File: src/rtl/gf2_mul_sched.sv
// gf2_mul_sched: round-robin scheduler in front of one shared, bit-serial
// GF(2) carry-less multiplier. Each product is returned with the index of
// the requester that supplied the operands.
// Build option: define GF2_REDUCE_EN to reduce every product modulo
// x^WIDTH + POLY. Without it the full 2*WIDTH-1 bit product is returned
// and POLY is ignored.
module gf2_mul_sched #(
  parameter int NREQ  = 4,
  parameter int WIDTH = 8,
  parameter int TAGW  = 2,
  parameter logic [WIDTH-1:0] POLY = 8'h1B
) (
  input  logic                    clk,
  input  logic                    rst,
  input  logic [NREQ-1:0]         req_valid,
  output logic [NREQ-1:0]         req_ready,
  input  logic [NREQ*WIDTH-1:0]   req_a,
  input  logic [NREQ*WIDTH-1:0]   req_b,
  input  logic                    flush,
  output logic                    res_valid,
  input  logic                    res_ready,
  output logic [2*WIDTH-1:0]      res_data,
  output logic [TAGW-1:0]         res_tag,
  output logic                    busy
);

  localparam int CNTW = $clog2(WIDTH);
`ifdef GF2_REDUCE_EN
  localparam int ACCW = WIDTH;
`else
  localparam int ACCW = 2 * WIDTH - 1;
`endif

  typedef enum logic [1:0] {
    S_IDLE = 2'd0,
    S_RUN  = 2'd1,
    S_DONE = 2'd2
  } state_t;

  state_t            r_state;
  logic [TAGW-1:0]   r_ptr;
  logic [CNTW-1:0]   r_cnt;
  logic [ACCW-1:0]   r_acc;
  logic [WIDTH-1:0]  r_a;
  logic [WIDTH-1:0]  r_b;
  logic [TAGW-1:0]   r_tag;

  logic [TAGW-1:0]   w_pos [NREQ];
  logic [WIDTH-1:0]  w_lane_a [NREQ];
  logic [WIDTH-1:0]  w_lane_b [NREQ];
  logic [NREQ-1:0]   w_rot_valid;
  logic [TAGW-1:0]   w_win;
  logic              w_any;
  logic              w_grant_en;
  logic [TAGW-1:0]   w_next_ptr;
  logic [ACCW-1:0]   w_pp;
  logic [ACCW-1:0]   w_acc_next;

  // Position gi of the rotated search order is requester (ptr + gi) mod NREQ.
  genvar gi;
  generate
    for (gi = 0; gi < NREQ; gi++) begin : g_lane
      logic [TAGW:0] w_sum;
      assign w_sum          = {1'b0, r_ptr} + (TAGW+1)'(gi);
      assign w_pos[gi]      = (w_sum >= (TAGW+1)'(NREQ)) ?
                              TAGW'(w_sum - (TAGW+1)'(NREQ)) : w_sum[TAGW-1:0];
      assign w_rot_valid[gi] = req_valid[w_pos[gi]];
      assign w_lane_a[gi]   = req_a[gi*WIDTH +: WIDTH];
      assign w_lane_b[gi]   = req_b[gi*WIDTH +: WIDTH];
      assign req_ready[gi]  = w_grant_en && (w_win == TAGW'(gi));
    end
  endgenerate

  // Winner is the first valid requester at or after the round-robin pointer.
  always_comb begin
    w_win = '0;
    w_any = |w_rot_valid;
    for (int k = NREQ - 1; k >= 0; k--) begin
      if (w_rot_valid[k]) w_win = w_pos[k];
    end
  end

  // Grants only in IDLE; a flush or reset in the same cycle suppresses it.
  assign w_grant_en = (r_state == S_IDLE) && !rst && !flush && w_any;
  assign w_next_ptr = (w_win == TAGW'(NREQ - 1)) ? '0 : w_win + 1'b1;

  // One MSB-first partial-product step of the shift/XOR datapath.
  assign w_pp = r_b[r_cnt] ? ACCW'(r_a) : '0;
`ifdef GF2_REDUCE_EN
  assign w_acc_next = {r_acc[WIDTH-2:0], 1'b0} ^ (r_acc[WIDTH-1] ? POLY : '0) ^ w_pp;
`else
  logic w_unused_poly;
  assign w_unused_poly = ^POLY;
  assign w_acc_next = {r_acc[ACCW-2:0], 1'b0} ^ w_pp;
`endif

  // Scheduler/datapath FSM: accept in IDLE, WIDTH shift steps in RUN, hold in DONE.
  always_ff @(posedge clk) begin
    if (rst) begin
      r_state <= S_IDLE;
      r_ptr   <= '0;
      r_cnt   <= '0;
      r_acc   <= '0;
      r_a     <= '0;
      r_b     <= '0;
      r_tag   <= '0;
    end else begin
      case (r_state)
        S_IDLE: begin
          if (w_grant_en) begin
            r_a     <= w_lane_a[w_win];
            r_b     <= w_lane_b[w_win];
            r_tag   <= w_win;
            r_acc   <= '0;
            r_cnt   <= CNTW'(WIDTH - 1);
            r_ptr   <= w_next_ptr;
            r_state <= S_RUN;
          end
        end
        S_RUN: begin
          if (flush) begin
            r_state <= S_IDLE;
          end else begin
            r_acc <= w_acc_next;
            if (r_cnt == '0) r_state <= S_DONE;
            else             r_cnt   <= r_cnt - 1'b1;
          end
        end
        S_DONE: begin
          if (flush || res_ready) r_state <= S_IDLE;
        end
        default: r_state <= S_IDLE;
      endcase
    end
  end

  assign res_valid = (r_state == S_DONE);
  assign busy      = (r_state != S_IDLE);
  assign res_tag   = r_tag;
  assign res_data  = {{(2*WIDTH-ACCW){1'b0}}, r_acc};

endmodule

File: config.mk
export PLATFORM = sky130hd
export DESIGN_NAME = gf2_mul_sched
export DESIGN_NICKNAME = d
export VERILOG_FILES = /design/src/rtl/gf2_mul_sched.sv
export SDC_FILE = /design/constraint.sdc
export NUM_CORES = 1
export LEC_CHECK = 0
export BUFFER_PORTS_ARGS = -buffer_cell sky130_fd_sc_hd__buf_4
export CAP_MARGIN = 20
export CORE_MARGIN = 4
export CORE_UTILIZATION = 51
export CTS_CLUSTER_SIZE = 30
export DETAILED_ROUTE_END_ITERATION = 16
export PLACE_DENSITY = 0.85
export SYNTH_ARGS = -nofsm -noshare
export SYNTH_HDL_FRONTEND = slang
export SYNTH_SLANG_ARGS = --single-unit
export TNS_END_PERCENT = 5
File: constraint.sdc
create_clock -name clk -period 3.1 [get_ports clk]
set_input_delay 0.155 -clock clk [delete_from_list [all_inputs] [get_ports clk]]
set_output_delay 0.155 -clock clk [all_outputs]
set_load 0.02 [all_outputs]
==> qor.yml <==
clock_tree:
  post_cts_resized: 0
  clockBufferDepth: 2
  cts_tree: "built"
  path_clk_slew_ns: 0.08
  cts_buffers: 5
  htreeDepth: 2
  hold_buffers: 0
  cts_setup_buffers: 0
  clockRootBuffer: "clkbuf_8"
  clock_sinks: 40
  clock_latency_ns: 0.30
worst_setup_path:
  crit_type: "reg -> reg"
  r2r-start: "r_ptr[1]"
  cp_data_arrival_time_ns: 2.58
  rrSetupSlack_ns: 0.68
  start_kind: "register"
  crit_top_cell: "a211oi_1"
  max_stage_delay_ns: 0.53
  cp_max_fo: 24
  critical_path_required_ns: 3.26
  end_kind: "register"
  worst_path_max_delay_cell: "o22a_1"
  worstRegToRegCells: 5
  r2r-end: "r_b[2]"
  cp_cell_sequence: "mux2i_1 > o22a_1 > nand2_2 > a211oi_1 > a211oi_1"
yosys:
  synthCells: 266
  synth_cell_type_count: 44
  syn_area_per_cell_um2: 8.42
  ys_ff_latch: 40
  ys_warn_count: 0
  syn-num-nets: 340
  ys_async_sr_fraction: 0
  synth-edff-count: 0
  synth_area_leaders: "dfxtp_1 (36%), mux2i_1 (7.6%), a211oi_1 (5.0%), nand2_1 (4.9%), a21oi_1 (4.2%)"
  synth_area_leader_cell: "dfxtp_1"
  syn-cell-area_um2: 2240
  synth-main-ff-cell: "dfxtp_1"
  synth_seq_area_share: 0.358
  yosys.area.top_type_share: 0.358
cells_and_area:
  diodes: 0
  nets: 428
  fin_area_um2: 3100
  syn_to_final_growth_pct: 38.3
  drive_gt1_frac: 0.318
power_and_ir_drop:
  ir_drop_v: 0.000244
  combPwrFrac: 0.207
  swShare: 0.252
  p_seq_frac: 0.391
  intPower_w: 0.00110
  p_per_area_nw_per_um2: 476
  power.total_w: 0.00148
  power.leakage_nw: 1.39
  p_sw_w: 0.000372
  clockPowerShare: 0.402
place:
  place_area_um2: 2940
  hpwl_um: 4760
  gp_congestion: 0.826
  port_buffers: 94
drt:
  vias_per_cell: 5.70
  ant_nets: 0
  drc: 0
  routedWlPerCell_um: 15.6
  dr_total_vias: 2310
  initialDrtViolationCount: 144
  first_pass_iters: 4
  routed_wl_um: 6330
die:
  die_area_um2: 5510
  row_count: 23
  start_util: 0.544
  die_w_um: 74.3
  num_io_pins: 96
  core_area_um2: 4120
  die_h_um: 74.3
run_status:
  outcome: "completed"
timing:
  timing.fmax_ghz: 0.413
  slew_headroom: 0.498
  skew_ns: 0.00495
  finalCritPeriodShare: 0.782
  hold_viol_final: 0
  final_max_slew_viol_count: 0
  tightestPinTransition_ns: 0.753
  fin_crit_ns: 2.42
  tns_ns: 0
  setup_viol: 0
  rsz0062_at_grt: "false"
hold_path:
  whs_path_depth: 2
  min_to: "r_state[1]"
  hold_start: "flush"
  hold_path_class: "in -> reg"
grt:
  global_route.overflow_total: 0
  grt_use_total: 0.239
  grt_first_pass_wirelength_um: 10200
  antenna_found_initial: 0
  grt_pass1_vias: 2276
  grt_max_degree: 25
job:
  maxCapViolations: 0
## registers in the layout (all words and copies together), names as in the netlist
| register | cells |
|---|---|
| r_acc | 15 |
| r_state | 2 |
| r_cnt | 3 |
| r_b | 8 |
| r_a | 8 |
| r_ptr | 2 |
| res_tag | 2 |
## logic make-up after synthesis
logic type	share of synthesized area
AO/OA/AOI/OAI	0.234
XOR/XNOR	0.0313
adder cells (fa/ha/maj)	0.0112
buffers and inverters	0.0458
flip-flops	0.358
multiplexers	0.101
other	0.00168
AND/OR/NAND/NOR	0.217
## placed cells by master, fill, tap and decap left out, types with 3 or more instances in the layout
master and n:
nor3b_1 8, o21ai_0 18, nand3_1 9, a21o_1 9, o211ai_1 9, and3_1 9, a21oi_1 19, inv_1 4
a211oi_1 15, nor2b_1 5, nor3_1 3, bufinv_16 3, buf_4 96, xor2_1 7, nand2b_1 5, nor2_1 17
nand2_1 29, clkbuf_8 5, dfxtp_1 40, mux2i_1 17, a311oi_1 3
## synthesized netlist by cell type (2+ instances only)
library cell   n
dfxtp_1       40
nand2_1       29
a21oi_1       19
o21ai_0       18
mux2i_1       17
nor2_1        17
a211oi_1      15
a21o_1         9
and3_1         9
nand3_1        9
o211ai_1       9
nor3b_1        8
clkbuf_1       7
xor2_1         7
nand2b_1       5
nor2b_1        5
buf_2          4
inv_1          4
a311oi_1       3
nor3_1         3
buf_4          2
buf_6          2
ha_1           2
mux4_2         2
or2_2          2
## worst max-delay path by stage
stage,start,cells after the start,endpoint
after floorplan,r_state[0],6,req_ready[3]
after global placement,r_ptr[1],5,r_b[4]
after detailed placement,r_ptr[1],5,r_b[2]
after CTS,r_ptr[1],5,r_b[2]
after global routing,r_ptr[1],5,r_b[2]
final,r_ptr[1],5,r_b[2]
## layout make-up
| type | instances | area [um2] |
|---|---|---|
| clock buffer | 5 | 68.8 |
| inverter | 5 | 18.8 |
| tap | 50 | 62.6 |
| clock inverter | 3 | 90.1 |
| multi-input combinational | 206 | 1340 |
| sequential | 40 | 801 |
| timing repair buffer | 96 | 721 |
| fill | 333 | 1020 |
## critical path, delay by kind of cell, from the launching register on
kind	cells	cell delay, ns
compound gates	3	1.04
simple gates	1	0.53
flops	1	0.44
mux	1	0.26
## power by group through the flow
stage               logic (W)  clock network (W)  registers, W
floorplan            0.000193                  0      0.000579
global placement     0.000296                  0      0.000585
detailed placement   0.000302                  0      0.000587
CTS                  0.000305           0.000593      0.000576
global route         0.000337           0.000615      0.000582
finish               0.000305           0.000594      0.000577
## metrics by stage
step | cells | setup slack (ns) | hold WS (ns) | utilization
after floorplan | 266 | 1.18 | 0.367 | -
after global placement | 397 | 0.906 | 0.431 | 0.714
after detailed placement | 397 | 0.737 | 0.450 | 0.714
after CTS | 405 | 0.719 | 0.133 | 0.753
after global routing | 405 | 0.467 | 0.143 | 0.753
final | 405 | 0.677 | 0.139 | 0.753
## layer usage
metal | vias to the layer above | track usage | wire length [um]
met1 | 1086 | 0.289 | 2590
met4 | 0 | 0.0711 | 102
met2 | 73 | 0.427 | 3290
li1 | 1140 | - | -
met5 | - | 0 | 0
met3 | 11 | 0.0500 | 341
Note: power is estimated with default switching activity, not from simulation.
